<file path="src/rtl/wbm_txn_sched.sv">
// Round-robin scheduler sharing one single-transaction Wishbone master.
// Ports: req/we/addr/wdata per requester in; gnt/ack/err/rdata out;
// m_trg_*/m_addr/m_data/m_abort drive the master, m_data/done/busy return.
module wbm_txn_sched #(
  parameter int NUM_REQ     = 4,
  parameter int TIMEOUT_CYC = 256
) (
  input  logic                  wb_clk_i,
  input  logic                  wb_rst_ni,
  input  logic [NUM_REQ-1:0]    req_i,
  input  logic [NUM_REQ-1:0]    we_i,
  input  logic [NUM_REQ*16-1:0] addr_i,
  input  logic [NUM_REQ*16-1:0] wdata_i,
  output logic [NUM_REQ-1:0]    gnt_o,
  output logic [NUM_REQ-1:0]    ack_o,
  output logic [NUM_REQ-1:0]    err_o,
  output logic [15:0]           rdata_o,
  output logic                  m_trg_sngl_rd_o,
  output logic                  m_trg_sngl_wr_o,
  output logic [15:0]           m_addr_o,
  output logic [15:0]           m_data_o,
  input  logic [15:0]           m_data_i,
  input  logic                  m_done_i,
  input  logic                  m_busy_i,
  output logic                  m_abort_o,
  output logic                  sched_busy_o
);

  localparam int PW = $clog2(NUM_REQ);
  localparam int CW = (TIMEOUT_CYC < 4) ? 2 : $clog2(TIMEOUT_CYC);
  localparam logic [CW-1:0] LIMIT = CW'(TIMEOUT_CYC - 1);
  localparam logic [PW-1:0] LAST = PW'(NUM_REQ - 1);
  localparam bit WDOG = (TIMEOUT_CYC != 0);

  typedef enum logic [2:0] {
    IDLE,
    ISSUE,
    WAIT,
    CAPT,
    ABORT
  } state_t;

  state_t state, nxt;

  logic [15:0]        addr_a  [NUM_REQ];
  logic [15:0]        wdata_a [NUM_REQ];
  logic [PW-1:0]      ptr;
  logic [PW-1:0]      win;
  logic               found;
  logic               go;
  logic [NUM_REQ-1:0] gnt_q;
  logic               we_q;
  logic [CW-1:0]      cnt;
  logic [CW-1:0]      cnt_nxt;
  logic               expire;
  logic [15:0]        rdata_q;

  for (genvar g = 0; g < NUM_REQ; g++) begin : g_unpack
    assign addr_a[g]  = addr_i[16*g +: 16];
    assign wdata_a[g] = wdata_i[16*g +: 16];
  end

  // first requester at or after the pointer, wrapping
  always_comb begin
    int j;
    j     = 0;
    found = 1'b0;
    win   = '0;
    for (int i = 0; i < NUM_REQ; i++) begin
      j = int'(ptr) + i;
      if (j >= NUM_REQ) j = j - NUM_REQ;
      if (!found && req_i[PW'(j)]) begin
        found = 1'b1;
        win   = PW'(j);
      end
    end
  end

  assign go      = found & ~m_busy_i;
  assign cnt_nxt = cnt + CW'(1);
  assign expire  = WDOG && (cnt_nxt >= LIMIT);

  always_ff @(posedge wb_clk_i or negedge wb_rst_ni) begin
    if (!wb_rst_ni) state <= IDLE;
    else            state <= nxt;
  end

  always_comb begin
    nxt             = state;
    m_trg_sngl_rd_o = 1'b0;
    m_trg_sngl_wr_o = 1'b0;
    ack_o           = '0;
    err_o           = '0;
    m_abort_o       = 1'b0;
    rdata_o         = rdata_q;
    sched_busy_o    = (state != IDLE);
    unique case (state)
      IDLE: begin
        if (go) nxt = ISSUE;
      end
      ISSUE: begin
        m_trg_sngl_wr_o = we_q;
        m_trg_sngl_rd_o = ~we_q;
        nxt             = WAIT;
      end
      WAIT: begin
        // done beats the watchdog on the same cycle
        if (m_done_i)    nxt = CAPT;
        else if (expire) nxt = ABORT;
      end
      CAPT: begin
        ack_o = gnt_q;
        // master read data settles this cycle; pass it through with ack
        if (!we_q) rdata_o = m_data_i;
        nxt = IDLE;
      end
      ABORT: begin
        err_o     = gnt_q;
        m_abort_o = 1'b1;
        nxt       = IDLE;
      end
      default: nxt = IDLE;
    endcase
  end

  always_ff @(posedge wb_clk_i or negedge wb_rst_ni) begin
    if (!wb_rst_ni) begin
      gnt_q    <= '0;
      we_q     <= 1'b0;
      m_addr_o <= '0;
      m_data_o <= '0;
      ptr      <= '0;
      cnt      <= '0;
      rdata_q  <= '0;
    end else begin
      unique case (state)
        IDLE: begin
          if (go) begin
            gnt_q    <= NUM_REQ'(1) << win;
            we_q     <= we_i[win];
            m_addr_o <= addr_a[win];
            m_data_o <= wdata_a[win];
            ptr      <= (win == LAST) ? '0 : win + PW'(1);
          end
        end
        ISSUE: cnt <= '0;
        WAIT: begin
          if (WDOG && !m_done_i) cnt <= cnt_nxt;
        end
        CAPT: begin
          if (!we_q) rdata_q <= m_data_i;
          gnt_q <= '0;
        end
        ABORT: gnt_q <= '0;
        default: ;
      endcase
    end
  end

  assign gnt_o = gnt_q;

endmodule

</file>
<file path="config.mk">
export PLATFORM = sky130hd
export DESIGN_NAME = wbm_txn_sched
export DESIGN_NICKNAME = d
export VERILOG_FILES = /design/src/rtl/wbm_txn_sched.sv
export SDC_FILE = /design/constraint.sdc
export NUM_CORES = 1
export LEC_CHECK = 0
export CORE_MARGIN = 2
export CORE_UTILIZATION = 25
export DETAILED_ROUTE_END_ITERATION = 6
export SLEW_MARGIN = 10
export SYNTH_ARGS = -nofsm -noshare
export SYNTH_HDL_FRONTEND = slang
export SYNTH_SLANG_ARGS = --single-unit
</file>
<file path="constraint.sdc">
create_clock -name wb_clk_i -period 3.06 [get_ports wb_clk_i]
set_clock_uncertainty 0.15 [all_clocks]
set_input_delay 0.765 -clock wb_clk_i [delete_from_list [all_inputs] [get_ports wb_clk_i]]
set_output_delay 0.765 -clock wb_clk_i [all_outputs]
set_load 0.05 [all_outputs]
</file>
==> flow_summary_export.csv, run 1 <==
group,metric,value,unit
worst_hold_path,hold_path_class,"flip-flop to flip-flop",
cts,postCtsSetupRepairBufs,0,
synthesis,yosysUniqueCellTypes,53,
cts,clock_root_buffer_master,"sky130_fd_sc_hd__clkbuf_16",
cts,cts_num_sinks,66,
pwr,static-leakage-power,0.00279,µW
synthesis,synth.most_common_cell,"sky130_fd_sc_hd__dfrtp_1",
synthesis,yosys.area_share.adder,1.70,%
detailed_routing,drt_pass1_iterations,4,
synthesis,synthCells,410,
synthesis,synth.cell_area,4400,µm²
pwr,switchingPower,3340,µW
cts,tritoncts,"built",
timing,rel_slew_slack,40.8,%
floorplan,die_h,137,µm
detailed_routing,routed_wire_length_per_instance,17.3,µm
timing,final.setup.tns,0,ns
synthesis,synth-main-ff-cell,"sky130_fd_sc_hd__dfrtp_1",
layout,fraction_of_final_layout_cells_with_drive_strength_greater_than_1,22.9,%
synthesis,synth_top_area_cell,"sky130_fd_sc_hd__dfrtp_1",
timing,rsz0062_at_grt,"no",
floorplan,rows,48,
placed_design,preCtsSetupSlack,-0.0477,ns
layout,layout-area-overhead-vs-synth,64.7,%
pwr,seq_power_share,21.9,%
critical_path,reg2reg_depth,7,
cts,clk_pin_slew,0.06,ns
critical_path,crit_path_end_kind,"primary output",
timing,final-max-slew-violation-count,0,
synthesis,synthesis.nets,572,
critical_path,critPathCapture,"rdata_o[7]",
timing,layout_setup_ws,0.115,ns
grt,grt_pass1_wl,22.9,mm
cts,cts_hold_repair.buffers,0,
placed_design,routabilityCongestion,0.780,
pwr,finalPower,6890,µW
cts,numCtsBuffers,9,
pwr,power.ir.vdd_worst,0.668,mV
timing,layout_min_cycle_time,2.95,ns
detailed_routing,ant_nets,0,
timing,setup_viol,0,
grt,grt_max_degree,67,
pwr,power.switching_fraction,48.5,%
synthesis,avgSynthCellArea,10.7,µm²
synthesis,synth.ff_latch_count,66,
layout,antennaDiodeCount,0,
synthesis,synthTopCellsByArea,"sky130_fd_sc_hd__dfrtp_1, sky130_fd_sc_hd__a211oi_2, sky130_fd_sc_hd__mux2i_1",
layout,final_nets,789,
floorplan,initial_standard_cell_utilization_of_the_core,25.6,%
cts,ctsHtreeMaxLevel,3,
floorplan,num_io_pins,220,
synthesis,main_combinational_cell_family_by_area_after_synthesis,"compound AO/OA/AOI/OAI gates",
detailed_routing,detail_route.drc_violations,0,
detailed_routing,routed_via_density,4.79,
outcome,outcome,"finished, final reports clean",
timing,hold_violations,0,
critical_path,cp_max_fo,16,
timing,achievable-frequency,0.340,GHz
pwr,pwr_density_cell,949,nW/µm²
synthesis,synth.yosys.seq_area_share,37.5,%
synthesis,synth-xor-area-share,0.398,%
synthesis,synth_top_cells_by_count,"sky130_fd_sc_hd__dfrtp_1, sky130_fd_sc_hd__a211oi_2, sky130_fd_sc_hd__nor2_1",
grt,grt_use_total,15.9,%
critical_path,r2r_end,"gnt_o[3]$_DFFE_PN0P_",
grt,grt-ovfl-total,0,
detailed_routing,vias,4101,
synthesis,synth_compound_area_share,23.7,%
synthesis,synth-async-reset-ratio,100,%
grt,antenna_found_initial,0,
synthesis,synth_warnings,0,
critical_path,sort_of_element_at_the_start_of_the_critical_path,"flip-flop",
cts,cts-root-to-sink-buffers,2,
synthesis,area_fraction_in_and_or_nand_and_nor_cells_after_synthesis,18.8,%
floorplan,floorplan.die_area,18700,µm²
detailed_routing,dr.first_iter.drc_count,195,
critical_path,worstReg2RegStart,"ptr[1]$_DFFE_PN0P_",
synthesis,synthMuxAreaShare,12.8,%
placed_design,io_buffer_count,219,
critical_path,rrSetupSlack,0.69,ns
critical_path,worst-endpoint-arrival,2.03,ns
cts,clk-insertion-delay-late,0.34,ns
synthesis,count_of_flip_flops_with_a_built_in_enable_after_synthesis,0,
critical_path,crit_start,"state[2]$_DFFE_PN0P_",
timing,actual_slew_at_the_worst_max_slew_pin,0.888,ns
grt,grt_pass1_vias,4410,
critical_path,worst-setup-path-type,"flip-flop to primary output",
floorplan,floorplan.core_area,17200,µm²
timing,min_period_over_period,96.2,%
cts,post_cts_resized,0,
placed_design,dpl.hpwl,10.6,mm
pwr,design_internal_power,3550,µW
critical_path,worst_path_required,2.14,ns
pwr,clock_power_share,15.3,%
synthesis,netlist.area_leader.share,37.5,%
flow_run,max_cap_violations,0,
detailed_routing,routed_wirelength,14.8,mm
pwr,power.share.combinational,62.8,%
floorplan,die_width,137,µm
==> power by group through the flow <==
stage | Clock [µW] | Sequential, µW | Combinational [µW]
2_1_floorplan | 0 | 2260 | 2080
3_3_place_gp | 0 | 1500 | 4300
3_5_place_dp | 0 | 1510 | 4350
4_1_cts | 1100 | 1510 | 4360
5_1_grt | 1150 | 1570 | 4570
6_report | 1060 | 1510 | 4320
==> final cells by class <==
type	count	area, µm²
clock buffers	9	225
clock inverters	7	77.6
fillers	1634	9980
inverters	8	31.3
multi-input cells	302	2570
flip-flops and latches	66	1650
well taps	225	282
repair buffers	240	2410
==> worst min path at each step <==
stage	slack, ns	to	from	cells after the start
global route	0.36	rdata_q[8]$_DFF_PN0_	rdata_q[8]$_DFF_PN0_	1
global placement	0.32	rdata_q[11]$_DFF_PN0_	rdata_q[11]$_DFF_PN0_	1
CTS	0.34	rdata_q[13]$_DFF_PN0_	rdata_q[13]$_DFF_PN0_	1
detailed placement	0.33	rdata_q[13]$_DFF_PN0_	rdata_q[13]$_DFF_PN0_	1
floorplan	0.32	cnt[0]$_DFFE_PN0P_	wb_rst_ni	0
finish	0.34	rdata_q[12]$_DFF_PN0_	rdata_q[12]$_DFF_PN0_	1
==> registers in the layout (all words and copies together), names as in the netlist <==
name      count
ptr           2
gnt_o         4
rdata_q      16
we_q          1
cnt           8
m_data_o     16
state         3
m_addr_o     16
==> cell families (layout without fill, tap and decap cells) <==
kind of cell | after synthesis | count (layout)
simple gates | 136 | 136
compound gates | 104 | 104
flops | 66 | 66
mux | 54 | 54
buf+inv | 42 | 264
fa+ha+maj | 6 | 6
xor+xnor | 2 | 2
==> cells in the final DEF, fill, tap and decap left out, drive strengths merged, types with 3 or more instances in the layout <==
cell,synthesis,final
a211oi,62,62
a21oi,6,6
a22oi,4,4
a2bb2oi,4,4
and2,10,10
buf,18,47
clkbuf,16,9
clkdlybuf4s50,0,193
clkinv,0,4
dfrtp,66,66
ha,6,6
inv,8,9
mux2,17,17
mux2i,37,37
nand2,13,13
nand2b,6,6
nand3,3,3
nor2,50,50
nor2b,4,4
nor3,4,4
nor4b,34,34
o21ai,11,11
o22ai,4,4
o31ai,3,3
==> worst max-delay path, stage by stage (launching register included) <==
cell	delay, ns
sky130_fd_sc_hd__dfrtp_1	0.43
sky130_fd_sc_hd__and3b_2	0.31
sky130_fd_sc_hd__nor2b_1	0.17
sky130_fd_sc_hd__buf_6	0.21
sky130_fd_sc_hd__mux2_1	0.37
sky130_fd_sc_hd__buf_4	0.20
==> per-stage QoR <==
step | instances | cell area, µm² | hold slack (ns) | utilization, %
detailed placement | 841 | 6950 | 0.328 | 40.3
CTS | 857 | 7250 | 0.342 | 42.1
floorplan | 410 | 4420 | 0.319 | -
finish | 857 | 7260 | 0.336 | 42.1
global route | 857 | 7260 | 0.360 | 42.1
global placement | 841 | 6950 | 0.319 | 40.3
==> per-layer routing <==
metal | up-vias | track usage (%) | part of all wire [%]
met2 | 137 | 27.4 | 50
met3 | 15 | 3.48 | 5.4
met5 | - | 0 | 0
li1 | 1987 | - | -
met4 | 0 | 5.21 | 1.5
met1 | 1962 | 19.6 | 43
Note: power is estimated with default switching activity, not from simulation.
==> run 2, diff against run 1 <==
--- a/config.mk
+++ b/config.mk
@@ -5,9 +5,12 @@
 export SDC_FILE = /design/constraint.sdc
 export NUM_CORES = 1
 export LEC_CHECK = 0
+export CORE_ASPECT_RATIO = 0.6
 export CORE_MARGIN = 2
 export CORE_UTILIZATION = 25
 export DETAILED_ROUTE_END_ITERATION = 6
+export MAX_ROUTING_LAYER = met4
+export PLACE_DENSITY = 0.66
 export SLEW_MARGIN = 10
 export SYNTH_ARGS = -nofsm -noshare
 export SYNTH_HDL_FRONTEND = slang
==> run 2 against run 1 <==
Combinational power hardly changed. Clock-buffer cell count is 1 higher. Worst setup slack better by 0.046 ns. Maximum frequency is 1.6% higher. Cell count is 0.93% higher. Non-clock buffer count is 2 lower. Wire length is 2.3% lower. Die area is 0.18% higher. Flip-flop and latch count stayed put. Power is 0.25% lower. First-iteration DRC count is 13% higher. Critical path depth stayed put. Highest routed layer unchanged.
==> flow_summary_export.csv, run 2 (synthesized netlist as in run 1, its figures left out) <==
group,metric,value,unit
cts,cts-root-to-sink-buffers,2,
detailed_routing,routed_wire_length_per_instance,16.7,µm
outcome,outcome,"finished, final reports clean",
timing,rel_slew_slack,41.9,%
cts,numCtsBuffers,9,
layout,largestRegisters,"m_addr_o: 16 flops, m_data_o: 16 flops, rdata_q: 16 flops",
timing,min_period_over_period,94.7,%
floorplan,floorplan.core_area,17200,µm²
detailed_routing,routed_wirelength,14.5,mm
timing,layout_min_cycle_time,2.90,ns
detailed_routing,routed_via_density,4.78,
timing,final-max-slew-violation-count,0,
critical_path,worst_path_required,2.14,ns
detailed_routing,vias,4137,
pwr,pwr_density_cell,949,nW/µm²
grt,grt_pass1_vias,4317,
critical_path,crit_path_end_kind,"primary output",
layout,final_common_cell,"sky130_fd_sc_hd__clkdlybuf4s50_1",
cts,ctsHtreeMaxLevel,3,
grt,grt_max_degree,67,
timing,final.setup.tns,0,ns
flow_run,max_cap_violations,0,
grt,grt_use_met2,24.3,%
grt,grt_use_total,15.9,%
layout,mostFrequentLayoutCells,"sky130_fd_sc_hd__clkdlybuf4s50_1, sky130_fd_sc_hd__dfrtp_1, sky130_fd_sc_hd__a211oi_2",
timing,rsz0062_at_grt,"no",
critical_path,cp_max_fo,16,
floorplan,die_width,175,µm
grt,gr-usage-met3,4.79,%
floorplan,initial_standard_cell_utilization_of_the_core,25.6,%
worst_hold_path,hold_path_class,"flip-flop to flip-flop",
critical_path,worst-setup-path-type,"flip-flop to primary output",
timing,setup_viol,0,
floorplan,rows,37,
cts,postCtsSetupRepairBufs,0,
floorplan,die_h,107,µm
detailed_routing,drt_pass1_iterations,5,
detailed_routing,ant_nets,0,
layout,final_nets,787,
critical_path,rrSetupSlack,0.92,ns
placed_design,dpl.hpwl,11.3,mm
grt,met1_usage,20.6,%
critical_path,worst-endpoint-arrival,1.98,ns
timing,actual_slew_at_the_worst_max_slew_pin,0.872,ns
detailed_routing,dr.first_iter.drc_count,221,
cts,cts_num_sinks,66,
timing,worst_hold_margin,0.339,ns
layout,register_area,1650,µm²
cts,cts_hold_repair.buffers,0,
pwr,power.ir.vdd_worst,0.414,mV
floorplan,num_io_pins,220,
placed_design,routabilityCongestion,0.847,
timing,hold_violations,0,
cts,clk_pin_slew,0.06,ns
grt,grt-ovfl-total,0,
layout,fraction_of_final_layout_cells_with_drive_strength_greater_than_1,23.2,%
cts,post_cts_resized,0,
detailed_routing,detail_route.drc_violations,0,
cts,clock_root_buffer_master,"sky130_fd_sc_hd__clkbuf_16",
placed_design,io_buffer_count,219,
timing,achievable-frequency,0.345,GHz
layout,num-fill-cells,1600,
layout,layout-area-overhead-vs-synth,64.3,%
grt,grt_pass1_wl,23.0,mm
grt,busiest_layer,"met2",
floorplan,floorplan.die_area,18700,µm²
grt,antenna_found_initial,1,
cts,clk-insertion-delay-late,0.32,ns
layout,multi_input_area,2570,µm²
cts,tritoncts,"built",
pwr,static-leakage-power,0.00278,µW
critical_path,sort_of_element_at_the_start_of_the_critical_path,"flip-flop",
==> run 2: changes by cell type in the layout (fill, tap and decap cells not counted), sizes merged <==
cell / change
clkbuf: +1
clkdlybuf4s50: -2
clkinv: -1
clkinvlp: +1
diode: +1
inv: -1
==> run 2: final timing paths <==
check                                      endpoint            startpoint  cells after the start
max in group asynchronous      rdata_q[2]$_DFF_PN0_             wb_rst_ni                      1
hold reg to reg                rdata_q[5]$_DFF_PN0_  rdata_q[5]$_DFF_PN0_                      1
setup / recovery                        rdata_o[10]  state[2]$_DFFE_PN0P_                      5
setup reg to reg           m_addr_o[12]$_DFFE_PN0P_  state[1]$_DFFE_PN0P_                      6
hold / removal                 rdata_q[5]$_DFF_PN0_  rdata_q[5]$_DFF_PN0_                      1
min in group asynchronous  m_data_o[15]$_DFFE_PN0P_             wb_rst_ni                      1
==> run 2: cell type report <==
| type | count | share of cell area (%) |
|---|---|---|
| clock inverter | 6 | 0.882 |
| clock buffer | 10 | 3.30 |
| tap | 234 | 4.04 |
| timing repair buffer | 238 | 33.0 |
| antenna | 1 | 0.0346 |
| multi-input combinational | 302 | 35.5 |
| inverter | 8 | 0.432 |
| sequential | 66 | 22.8 |
==> run 2: stage by stage <==
stage / util [%] / power (µW) / cells / instance area [µm²] / worst slack (ns)
2_1_floorplan: - / 4340 / 410 / 4420 / 0.149
3_3_place_gp: 40.3 / 5800 / 848 / 6930 / 0.118
3_5_place_dp: 40.3 / 5870 / 848 / 6930 / 0.0376
4_1_cts: 42.1 / 6960 / 864 / 7230 / 0.0540
5_1_grt: 42.1 / 7270 / 865 / 7240 / 0.0247
6_report: 42.1 / 6870 / 865 / 7240 / 0.161
==> run 2: per-layer routing <==
metal  part of all wire, %  up-vias
met3                   8.1       15
met2                    45      169
li1                      -     1979
met4                   1.6        0
met5                     0        -
met1                    45     1974
==> run 2: where the power goes <==
group          switching [µW]  internal [µW]  total (µW)
registers                 259           1260        1520
logic                    2650           1660        4310
clock network             392            653        1050
total                    3300           3570        6870
==> run 2: critical path, stage by stage (launching register included) <==
cell and delay, ns:
sky130_fd_sc_hd__dfrtp_1 0.43, sky130_fd_sc_hd__and3b_2 0.30, sky130_fd_sc_hd__nor2b_2 0.19, sky130_fd_sc_hd__buf_12 0.16, sky130_fd_sc_hd__mux2_1 0.36, sky130_fd_sc_hd__buf_4 0.20
